[src/rtl/icache_sa.sv]
// Set-associative instruction cache with multi-word block fill,
// per-set round-robin replacement, whole-cache flush and hit/miss counters.
module icache_sa #(
  parameter int SETS        = 8,
  parameter int WAYS        = 2,
  parameter int BLOCK_WORDS = 2
) (
  input  logic        CLK,
  input  logic        RST,
  input  logic        imemREN,
  input  logic [31:0] imemaddr,
  input  logic        iflush,
  output logic        ihit,
  output logic [31:0] imemload,
  output logic        iREN,
  output logic [31:0] iaddr,
  input  logic [31:0] iload,
  input  logic        iwait,
  output logic [31:0] hit_count,
  output logic [31:0] miss_count
);

  localparam int WB = $clog2(BLOCK_WORDS);
  localparam int IB = $clog2(SETS);
  localparam int TB = 30 - WB - IB;
  localparam int PB = (WAYS > 1) ? $clog2(WAYS) : 1;
  localparam int CB = (WB > 0) ? WB : 1;

  typedef enum logic {CHECK, FILL} state_t;

  state_t state;

  logic [31:0]   data_arr [SETS][WAYS][BLOCK_WORDS];
  logic [TB-1:0] tag_arr  [SETS][WAYS];
  logic [WAYS-1:0] valid  [SETS];
  logic [PB-1:0] ptr      [SETS];

  logic [TB-1:0] tag;
  logic [IB-1:0] idx;
  logic [CB-1:0] wofs;

  logic [TB-1:0] ltag;
  logic [IB-1:0] lidx;
  logic [PB-1:0] lway;
  logic          lptr;
  logic [CB-1:0] cnt;
  logic          flush_pend;

  logic          hit;
  logic [PB-1:0] hway;
  logic          inv;
  logic [PB-1:0] vic;
  logic          wr;
  logic          last;
  logic          clr;

  assign idx  = IB'(imemaddr >> (2 + WB));
  assign tag  = TB'(imemaddr >> (2 + WB + IB));
  assign wofs = CB'((imemaddr >> 2) & 32'(BLOCK_WORDS - 1));

  always_comb begin
    hit  = 1'b0;
    hway = '0;
    for (int w = 0; w < WAYS; w++) begin
      if (valid[idx][w] && tag_arr[idx][w] == tag) begin
        hit  = 1'b1;
        hway = PB'(w);
      end
    end
  end

  // Descending scan so the lowest-numbered invalid way wins.
  always_comb begin
    inv = 1'b0;
    vic = ptr[idx];
    for (int w = WAYS - 1; w >= 0; w--) begin
      if (!valid[idx][w]) begin
        inv = 1'b1;
        vic = PB'(w);
      end
    end
  end

  assign ihit = ~RST & (state == CHECK) & imemREN & hit & ~iflush;
  assign imemload = ihit ? data_arr[idx][hway][wofs] : '0;

  assign iREN = (state == FILL);
  assign iaddr = iREN ? ((32'(ltag) << (2 + WB + IB))
                       | (32'(lidx) << (2 + WB))
                       | (32'(cnt) << 2)) : '0;

  assign wr   = (state == FILL) && !iwait;
  assign last = (cnt == CB'(BLOCK_WORDS - 1));
  assign clr  = ((state == CHECK) && iflush)
              || (wr && last && (flush_pend || iflush));

  always_ff @(posedge CLK) begin
    if (wr) begin
      data_arr[lidx][lway][cnt] <= iload;
      if (last) tag_arr[lidx][lway] <= ltag;
    end
  end

  always_ff @(posedge CLK) begin
    if (RST) begin
      state      <= CHECK;
      cnt        <= '0;
      flush_pend <= 1'b0;
      hit_count  <= '0;
      miss_count <= '0;
      ltag       <= '0;
      lidx       <= '0;
      lway       <= '0;
      lptr       <= 1'b0;
      for (int s = 0; s < SETS; s++) begin
        valid[s] <= '0;
        ptr[s]   <= '0;
      end
    end else begin
      if (ihit) hit_count <= hit_count + 32'd1;
      unique case (state)
        CHECK: begin
          if (!iflush && imemREN && !hit) begin
            ltag       <= tag;
            lidx       <= idx;
            lway       <= vic;
            lptr       <= !inv;
            cnt        <= '0;
            miss_count <= miss_count + 32'd1;
            state      <= FILL;
          end
        end
        FILL: begin
          if (iflush) flush_pend <= 1'b1;
          if (!iwait) begin
            cnt <= cnt + 1'b1;
            if (last) begin
              cnt        <= '0;
              state      <= CHECK;
              flush_pend <= 1'b0;
              valid[lidx][lway] <= 1'b1;
              if (lptr && WAYS > 1) ptr[lidx] <= ptr[lidx] + 1'b1;
            end
          end
        end
      endcase
      // Flush overrides any valid/pointer update made above.
      if (clr) begin
        for (int s = 0; s < SETS; s++) begin
          valid[s] <= '0;
          ptr[s]   <= '0;
        end
      end
    end
  end

endmodule

[config.mk]
export PLATFORM = sky130hd
export DESIGN_NAME = icache_sa
export DESIGN_NICKNAME = d
export VERILOG_FILES = /design/src/rtl/icache_sa.sv
export SDC_FILE = /design/constraint.sdc
export NUM_CORES = 1
export LEC_CHECK = 0
export CAP_MARGIN = 30
export CORE_MARGIN = 2
export CORE_UTILIZATION = 61
export DETAILED_ROUTE_END_ITERATION = 10
export PLACE_DENSITY = 0.76
export SETUP_SLACK_MARGIN = 0.15
export SLEW_MARGIN = 20
export SYNTH_ARGS = -nofsm -noshare
export SYNTH_HDL_FRONTEND = slang
export SYNTH_SLANG_ARGS = --single-unit
[constraint.sdc]
create_clock -name CLK -period 6.11 [get_ports CLK]
set_input_delay 0.9165 -clock CLK [delete_from_list [all_inputs] [get_ports CLK]]
set_output_delay 0.9165 -clock CLK [all_outputs]
set_load 0.02 [all_outputs]
# ---- Word-level counts from Yosys, hierarchy flattened
# Memories as Yosys holds them, arrays and structs flattened. A register that Yosys moved wholly into a read port is not among the register bits.
# Cells that the tools add are included.
dict set report classes {
  add_sub_neg 4
  order_cmp 8
  eq_ne 20
  n_mux 78
  bitwise 101
  reduce_logical 21
}
# cell n
set op_table {}
lappend op_table {{64-bit 2-to-1 mux} 4}
lappend op_table {{32-bit 2-to-1 mux} 6}
lappend op_table {{128-bit 2-to-1 mux} 1}
lappend op_table {{32-bit by 1-bit adder with 32-bit output (second input constant)} 2}
lappend op_table {{64-bit demux with 1-bit select} 1}
lappend op_table {{1-bit AND} 52}
lappend op_table {{26-bit equality test} 2}
lappend op_table {{52-bit 2-to-1 mux} 1}
lappend op_table {{3-bit equality test (second input constant)} 16}
lappend op_table {{1-bit 2-to-1 mux} 44}
lappend op_table {{32-bit demux with 1-bit select} 1}
lappend op_table {{32-bit by 3-bit OR with 32-bit output} 1}
lappend op_table {{32-bit by 6-bit OR with 32-bit output} 1}
lappend op_table {{1-bit NOT} 27}
lappend op_table {{26-bit demux with 1-bit select} 1}
lappend op_table {{26-bit 2-to-1 mux} 1}
lappend op_table {{2-bit 2-to-1 mux} 11}
lappend op_table {{1-bit OR} 16}
lappend op_table {{3-bit 2-to-1 mux} 4}
lappend op_table {{1-bit logical AND} 11}
lappend op_table {{2-bit greater-or-equal comparator (second input constant)} 4}
lappend op_table {{1-bit NOT with 2-bit output} 4}
lappend op_table {{1-bit zero test} 4}
lappend op_table {{2-bit by 1-bit < comparator with 1-bit output (second input constant)} 2}
lappend op_table {{other kinds (11)} 15}
dict set report totals {
  reg_bits 98
  mem_bits_rw 1464
  in_bits 69
  out_inout_bits 130
  word_cells 245
  mem_count 4
}
# memory depth word_bits read_ports rd_clocked_by_memory_dff wr line_no
set mem_list {}
lappend mem_list {data_arr 8 128 1 0 1 33} ;# logic [31:0] data_arr [SETS][WAYS][BLOCK_WORDS];
lappend mem_list {tag_arr 8 52 1 0 1 34} ;# logic [TB-1:0] tag_arr [SETS][WAYS];
lappend mem_list {valid 8 2 1 0 8 35} ;# logic [WAYS-1:0] valid [SETS];
lappend mem_list {ptr 8 1 2 1 8 36} ;# logic [PB-1:0] ptr [SETS];

# ---- Depth between registers and ports, before layout
# Gate-level depths: netlist of run 1.
dict set report logic_depth {
  word_depth 20
  mapped_depth 17
  depth_no_buf 9
}

# ---- Worst setup path before layout of run 1
# OpenSTA, ideal clock, no wires.
dict set report synth_timing {
  path_kind {input-to-output}
  startpoint {in imemaddr[3]}
  endpoint {out imemload[10]}
  arrival_time_ns 4.435
  required_time_ns 5.194
  path_slack_ns 0.758
  cell_stages 14
  path_buffers 5
  path_cell_list {buf_6 -> buf_6 -> buf_2 -> mux4_2 -> mux2i_1 -> xor2_1 -> nand4_1 -> or2_1 -> or4_1 -> buf_2 -> a21oi_4 -> nand2_1 -> clkbuf_1 -> o22ai_1}
}
dict set report synth_between {
  elab_cells_between_ends 20
  cone_classes {2 x eq/ne; 10 x mux; 3 x bitwise; 2 x reduce/logical; 3 x memory}
}
# element line_no
set synth_lines {}
lappend synth_lines {{from (decl)} 11} ;# input logic [31:0] imemaddr,
lappend synth_lines {{memory read 8 x 52 bit} -}
lappend synth_lines {{26-bit equality test} 65} ;# if (valid[idx][w] && tag_arr[idx][w] == tag) begin
lappend synth_lines {{1-bit logical AND} 65}
lappend synth_lines {{1-bit 2-to-1 mux} 65}
lappend synth_lines {{1-bit 2-to-1 mux (*)} 65}
lappend synth_lines {{1-bit AND (*) (2 in series)} 84} ;# assign ihit = ~RST & (state == CHECK) & imemREN & hit & ~iflush;
lappend synth_lines {{net ihit} 13} ;# output logic ihit,
lappend synth_lines {{32-bit 2-to-1 mux (*)} 85} ;# assign imemload = ihit ? data_arr[idx][hway][wofs] : '0;
lappend synth_lines {{to (decl)} 14} ;# output logic [31:0] imemload,
# The timed path passes the listed nets; every way through them passes the cells marked *. The select of a mux whose other input is x is not followed.

# ---- Final worst setup path of run 1
dict set report layout_timing {
  startpoint {in imemaddr[4]}
  endpoint {out imemload[19]}
}
dict set report layout_between {
  elab_chain_cells 12
  elab_cells_between_ends 20
  cone_classes {2 x eq/ne; 10 x mux; 3 x bitwise; 2 x reduce/logical; 3 x memory}
}
# element line_no
set layout_rtl {}
lappend layout_rtl {{memory read 8 x 52 bit} -}
lappend layout_rtl {{26-bit equality test} 65}
lappend layout_rtl {{1-bit logical AND} 65}
lappend layout_rtl {{1-bit 2-to-1 mux} 65}
lappend layout_rtl {{1-bit NOT with 2-bit output (implied by the code)} 85}
lappend layout_rtl {{64-bit 2-to-1 mux (implied by the code) (3 in series)} 85}
lappend layout_rtl {{32-bit 2-to-1 mux (implied by the code) (3 in series)} 85}
lappend layout_rtl {{32-bit 2-to-1 mux (*)} 85}
# Mark *: on every way between the ends. The rest lies on a longest branch, timed or not. The select of a mux whose other input is x is not followed.

==> results of run 1 <==
cells in the final DEF, fill, tap and decap left out, types with 34 or more instances in the layout:
cell type | netlist | layout
a21oi_1 | 164 | 163
and2_1 | 34 | 34
buf_4 | 20 | 165
clkbuf_1 | 102 | 37
clkbuf_16 | 0 | 155
clkdlybuf4s50_1 | 0 | 153
dfxtp_1 | 117 | 117
edfxtp_1 | 1448 | 1448
mux2_2 | 79 | 79
mux2i_1 | 134 | 130
mux4_2 | 325 | 325
nand2_1 | 111 | 111
nand2b_1 | 72 | 71
nor2_1 | 137 | 88
nor2_4 | 0 | 48
o22ai_1 | 39 | 37
xnor2_1 | 34 | 34
xor2_1 | 42 | 41
stage by stage:
step                hold WS, ns  cell area (um2)  worst slack (ns)  total power [W]  TNS [ns]
finish                   0.4630            72140            0.2567          0.02191         0
global route             0.4951            72140            0.1643          0.02247         0
CTS                      0.4644            71500           0.06313          0.02197         0
detailed placement       0.4518            66650           -0.2195          0.01297    -3.737
global placement         0.4427            66490           -0.1314          0.01293    -1.987
floorplan                0.4321            61790            0.7581          0.01256         0
logic make-up (layout without fill, tap and decap cells):
kind of cell | count (synthesis) | count (layout) | synth area share [%]
DFF | 1565 | 1565 | 74.16
muxes | 539 | 539 | 15.47
adders and majority gates | 2 | 2 | 0.04049
AOI/OAI and AO/OA | 334 | 334 | 3.580
and+or+nand+nor | 500 | 500 | 4.137
buffers and inverters | 199 | 710 | 1.523
xor gates and xnor gates | 76 | 76 | 1.077
other | 1 | 4 | 0.006069
power by group:
part	leakage, nW	internal (W)	switching [W]
clock	2.35	0.00515	0.00397
sequential	14.1	0.0117	0.0000518
combinational	7.16	0.000471	0.000550
repair_timing:
| item | 4_1_cts | 5_1_grt |
|---|---|---|
| endpoints found under the setup margin | 31 | 19 |
| resized for setup | 29 | 16 |
| setup buffers | 0 | 1 |
| gates cloned | 0 | 1 |
| pin swaps | 1 | 2 |
sequential cells by signal (all words and copies together) (netlist names), named ones only:
name	count
cnt	1
data_arr	1024
flush_pend	1
hit_count	32
iREN	1
lidx	3
lptr	1
ltag	26
lway	1
miss_count	32
ptr	8
tag_arr	416
valid	16
per-layer routing:
layer  part of all wire, %  routed length (um)  vias to the layer above
met2                    50               75770                     1760
met1                    38               56650                    17294
met5                 0.027                  41                        -
met4                   2.8                4214                        8
met3                   9.2               13890                      279
li1                      -                   -                    13812
critical path, delay by kind of cell:
| family | cells | cell delay [ns] |
|---|---|---|
| and+or+nand+nor | 3 | 1.19 |
| AOI/OAI and AO/OA | 3 | 0.53 |
| buffers and inverters | 5 | 1.13 |
| xor gates and xnor gates | 1 | 0.32 |
| muxes | 2 | 0.73 |
cell type report:
type	instances	area (um2)	area share, %
Clock buffer	196	4061	5.630
Tap cell	1357	1698	2.354
Timing Repair Buffer	416	4277	5.928
Inverter	15	56.30	0.07805
Clock inverter	83	770.7	1.068
Antenna cell	2	5.005	0.006938
Sequential cell	1565	45820	63.52
Multi-Input combinational cell	1453	15450	21.41
worst paths after layout:
kind,cells past startpoint,endpoint,from,slack (ns)
hold reg to reg,2,lptr,lptr,0.46
setup / recovery,14,imemload[19],imemaddr[4],0.26
setup reg to reg,11,ltag[5],tag_arr[1][13],1.87
hold / removal,2,lptr,lptr,0.46
==> results.md, run 1 <==
* Leakage at 23.61 nW
* Layout filler cell count at 5730
* Worst vdd ir at 0.2279 mV
* RSZ-0062 raised after global routing: false
* IO buf count at 194
* Fin. Hold Viols at 0
* Largest net degree at the start of global routing at 177
* Slowest stage delay, CP at 0.64 ns
* Slew headroom at 24.98%
* Sequential fraction of the synthesis area at 74.16%
* Post-synth EDFFs at 1448
* Die Height at 322.3 um
* Fmax achieved at 170.8 MHz
* Post-Syn Instances at 3216
* Setup Viol. Count Final at 0
* Top Usage Layer GRT: met2
* Critical path type: input port to output port
* Core region area at 100300 um2
* Top FF cell, synth: edfxtp_1
* Max_cap viols at 0
* Crit end category: output port
* Dpl hpwl at 83980 um
* First-pass GRT wire length at 219200 um
* Non-Filler Instances at 5087
* CTS buffer count at 152
* Critical path's slowest cell: or4_4
* CTS Sinks at 1565
* GRT met3 Usage at 5.720%
* # rows at 116
* Top area cells in the synthesized netlist: edfxtp_1 70%, mux4_2 12%, dfxtp_1 3.8%, mux2i_1 2.2%, mux2_2 1.4%
* Fraction of layout cells with a size suffix above 1 at 25.19%
* GPL Wtd Cong at 0.8886
* Cell Pwr Density at 303.7 nW/um2
* Worst hold-check path type: flop to flop
* Avg WL per Cell at 29.60 um
* Drt pass-1 iters at 5
* Synthesized area per cell at 19.21 um2
* Skew-Pair Late Insertion Delay at 0.77 ns
* Max Root-Sink Buffers at 3
* Minimum clock period at 5.853 ns
* CP Launch Type: input port
* DR iter-0 viols at 4465
* Commonest cells in the netlist: 1448 x edfxtp_1, 325 x mux4_2, 164 x a21oi_1, 137 x nor2_1, 134 x mux2i_1
* Crit path cell chain: buf_12 > buf_4 > mux4_2 > mux2i_2 > xor2_1 > nand4_1 > or4_1 > or4_4 > buf_8 > a21oi_1 > a21oi_1 > o22ai_1 > buf_4 > dlygate4sd2_1
* Post-Route Skew at 0.02755 ns
* CTS tree: done
* Initial antenna violation count at 8
* Period utilization at 95.80%
* Number of global-route vias before repair at 33605
* Met1 Use GR at 40.40%
* Critical Path RT at 5.19 ns
* Max FO, Critical Path at 48
* Placed instance count at 4771
* H-Tree Depth at 4
* Layout area overhead at 16.75%
* Root Buffer: clkbuf_16
* Worst-Margin Slew at 1.125 ns
* Initial Utilization at 61.61%
* CTS clock-pin slew for the worst setup and hold paths at 0.06 ns
* Outcome: completed
* Mapped Area at 61790 um2
* Post-synthesis cell type count at 62
* Final Max Tran Viols at 0
* Gr usage total at 29.22%
* Ys Warns at 0
* I/O pins at 199
* Final ANT Viol Nets at 0
* Cell with the most instances after synthesis: edfxtp_1
* Top-area cell type share of the netlist area at 70.37%
* Post-route DRC at 0
* Vias/cell at 6.517
* Grt met2 use at 47.68%
* Die width at 322.3 um
* Final core utilization at 71.93%
* Hold-fix buffers, CTS at 0
* DRT Wirelength at 150600 um
* Worst EP arrival at 4.94 ns
* Synth Register Bits at 1565
* Die area at 103900 um2
* Nets at 3674
* Vias at 33153
* Post-synth top area cell: edfxtp_1
* Synth async-reset ratio at 0%
* Grt total ovfl at 0
No activity file was read; power rests on OpenSTA's default activity.
==> run 2: changes to the inputs <==
--- a/config.mk
+++ b/config.mk
@@ -7,9 +7,10 @@
 export LEC_CHECK = 0
 export CAP_MARGIN = 30
 export CORE_MARGIN = 2
-export CORE_UTILIZATION = 61
+export CORE_UTILIZATION = 63
+export CTS_BUF_LIST = sky130_fd_sc_hd__clkbuf_4 sky130_fd_sc_hd__clkbuf_8
 export DETAILED_ROUTE_END_ITERATION = 10
-export PLACE_DENSITY = 0.76
+export PLACE_DENSITY = 0.79
 export SETUP_SLACK_MARGIN = 0.15
 export SLEW_MARGIN = 20
 export SYNTH_ARGS = -nofsm -noshare
==> run 2 against run 1 <==
  * Register-to-register slack got worse by 0.14 ns
  * Global-route usage rose by 0.39 points
  * Worst setup slack improved by 0.053 ns
  * Largest cell class unchanged
  * Clock-buffer cell count rose by 122
  * Maximum frequency rose by 0.91%
  * Sequential power barely moved
  * Non-clock buffer count fell by 9
  * Clock skew rose by 0.052 ns
  * Routed wire length fell by 0.91%
  * Via count rose by 1.7%
  * Largest power group unchanged
  * Sequential share of layout area rose by 0.55 points
==> results.md, run 2 (synthesis gave the netlist of run 1 again) <==
* Max_cap viols at 0 (unchanged)
* Internal power at 0.01649 W (-4.9%)
* Worst R2R Path Depth at 11 (unchanged)
* Vias at 33723 (+1.7%)
* R2r startpoint: tag_arr[6][38]
* Sequential power share at 56.0% (+2.3 points)
* RSZ-0062 raised after global routing: false
* Minimum clock period at 5.801 ns (-0.05260 ns)
* Worst R2R End: hit_count[10]
* DRT Wirelength at 149200 um (-0.91%)
* CP Launch Type: input port
* GPL Wtd Cong at 0.8894 (about the same)
* Nets at 3739 (+1.8%)
* Initial antenna violation count at 5 (-3)
* Grt total ovfl at 0 (unchanged)
* Slew headroom at 30.64% (+5.7 points)
* DR iter-0 viols at 4233 (-5.2%)
* Critical Path RT at 5.19 ns (about the same)
* Largest net degree at the start of global routing at 108 (-39%)
* Vias/cell at 6.557 (+0.61%)
* Clock Power Share at 39.2% (-2.4 points)
* Crit path to: imemload[25]
* Setup Viol. Count Final at 0 (unchanged)
* R2R Setup Slk at 1.73 ns (-0.14 ns)
* Outcome: completed
* Period utilization at 94.94% (-0.86 points)
* Initial Utilization at 63.70% (+2.1 points)
* Commonest non-fill, non-tap cells in the layout: 1448 x edfxtp_1, 325 x mux4_2, 237 x clkbuf_8
* Post-route DRC at 0 (unchanged)
* Dpl hpwl at 86490 um (+3.0%)
* Worst Setup SP: imemaddr[4]
* Core region area at 96990 um2 (-3.3%)
* Fmax achieved at 172.4 MHz (+0.91%)
* Min Hold Slack at 0.4326 ns (-0.03039 ns)
* Commonest non-fill, non-tap cell in the layout: edfxtp_1
* IO buf count at 194 (unchanged)
* Max Root-Sink Buffers at 3 (unchanged)
* Skew-Pair Late Insertion Delay at 0.94 ns (+0.17 ns)
* Max FO, Critical Path at 21 (-56%)
* First-pass GRT wire length at 214800 um (-2.0%)
* # rows at 114 (-1.7%)
* Most used cell, CP: buf_4
* Leakage at 23.35 nW (-1.1%)
* CTS clock-pin slew for the worst setup and hold paths at 0.06 ns (about the same)
* Worst EP arrival at 4.88 ns (-0.06 ns)
* Slowest stage delay, CP at 0.56 ns (-0.08 ns)
* I/O pins at 199 (unchanged)
* Crit end category: output port
* Layout area overhead at 15.74%
* Worst hold-check path type: input port to flop
* Root Buffer: clkbuf_8
* Die width at 317.2 um (-1.6%)
* Fin. Hold Viols at 0 (unchanged)
* CTS Sinks at 1565 (unchanged)
* Drt pass-1 iters at 5 (unchanged)
* H-Tree Depth at 4 (unchanged)
* Gr usage total at 29.61% (+0.39 points)
* Critical path's slowest cell: or4_4
* Worst vdd ir at 0.2883 mV (+27%)
* Tot Pwr at 0.02101 W (-4.1%)
* Sw power at 0.004525 W (-0.99%)
* Number of global-route vias before repair at 34041 (+1.3%)
* Worst-Margin Slew at 1.040 ns (-0.08501 ns)
* Sw Share at 21.54% (+0.67 points)
* Die area at 100600 um2 (-3.1%)
* Final Max Tran Viols at 0 (unchanged)
* Top Registers: data_arr x1024, tag_arr x416
* Fraction of layout cells with a size suffix above 1 at 28.59% (+3.4 points)
* CTS tree: done
* Final ANT Viol Nets at 0 (unchanged)
* Post-Route Skew at 0.07918 ns (+0.05163 ns)
* Combinational fraction of design power at 4.8% (about the same)
* Setup_tns at 0 ns (unchanged)
* Biggest register: data_arr
* CTS buffer count at 226 (+49%)
* Critical path type: input port to output port
* Crit path cell chain: buf_12 > buf_4 > buf_12 > mux4_2 > mux2i_1 > xor2_1 > buf_4 > nand4_1 > or2_1 > or4_4 > buf_4 > a21oi_4 > nand2_1 > buf_4 > buf_4 > o22ai_1 > buf_2
* Hold-fix buffers, CTS at 0 (unchanged)
* Die Height at 317.2 um (-1.6%)
* Cell Pwr Density at 293.8 nW/um2 (-3.2%)
* Avg WL per Cell at 29.01 um (-2.0%)
* Number of flip-flops in the largest register at 1024 (unchanged)
==> run 2: changes by cell type in the layout (fill, tap and decap cells not counted), moves of 24 or more <==
cell	previous run	this run
clkbuf_4	0	81
clkbuf_16	155	0
clkbuf_8	5	237
clkinv_1	32	66
clkbuf_2	0	24
clkbuf_1	37	0
==> run 2: power groups by stage <==
stage / clock, W / combinational, W / sequential, W
detailed placement: 0 / 0.000973 / 0.0120
global placement: 0 / 0.000936 / 0.0120
floorplan: 0 / 0.000586 / 0.0120
global route: 0.00878 / 0.00106 / 0.0118
finish: 0.00824 / 0.00100 / 0.0118
CTS: 0.00833 / 0.000981 / 0.0118
==> run 2: per-layer routing <==
metal	global-route usage [%]	vias up	routed length (um)
met3	6.534	370	16290
met4	11.03	4	5459
met2	47.08	2085	72940
met1	41.03	17271	54470
li1	-	13993	-
met5	0	-	34
==> run 2: cell type report <==
cell class	instances	area (um2)
Antenna cell	5	12.51
Clock buffer	318	3870
Clock inverter	104	683.2
Fill cell	5348	25480
Inverter	15	56.30
Multi-Input combinational cell	1453	15420
Sequential cell	1565	45820
Tap cell	1276	1597
Timing Repair Buffer	407	4053
==> run 2: critical path, delay by kind of cell <==
kind | cells | cell delay, ns
compound gates | 2 | 0.44
xor+xnor | 1 | 0.26
buf+inv | 8 | 1.51
mux | 2 | 0.68
simple gates | 4 | 1.05
==> run 2: worst min path at each step <==
stage	start	to	slack (ns)	cells after the start
floorplan	lptr	lptr	0.43	2
global placement	valid[2][0]	valid[2][0]	0.44	1
detailed placement	valid[3][1]	valid[3][1]	0.45	1
CTS	RST	ltag[20]	0.35	2
global route	RST	ltag[16]	0.42	2
finish	RST	ltag[20]	0.43	2
==> run 2: metrics by stage <==
step	std cells	instance area, um2	utilization (%)	worst slack, ns
2_1_floorplan	3217	61790	-	0.7581
3_3_place_gp	4677	66290	68.35	-0.3204
3_5_place_dp	4696	66820	68.89	-0.3307
4_1_cts	5119	71370	73.59	0.1579
5_1_grt	5140	71510	73.73	0.1694
6_report	5143	71520	73.73	0.3093
==> run 2: what timing repair did <==
item / 4_1_cts / 5_1_grt
pin swaps: 2 / 0
endpoints found under the setup margin: 30 / 31
setup buffers: 1 / 0
endpoints found under the hold margin: 0 / 0
resized for setup: 48 / 51
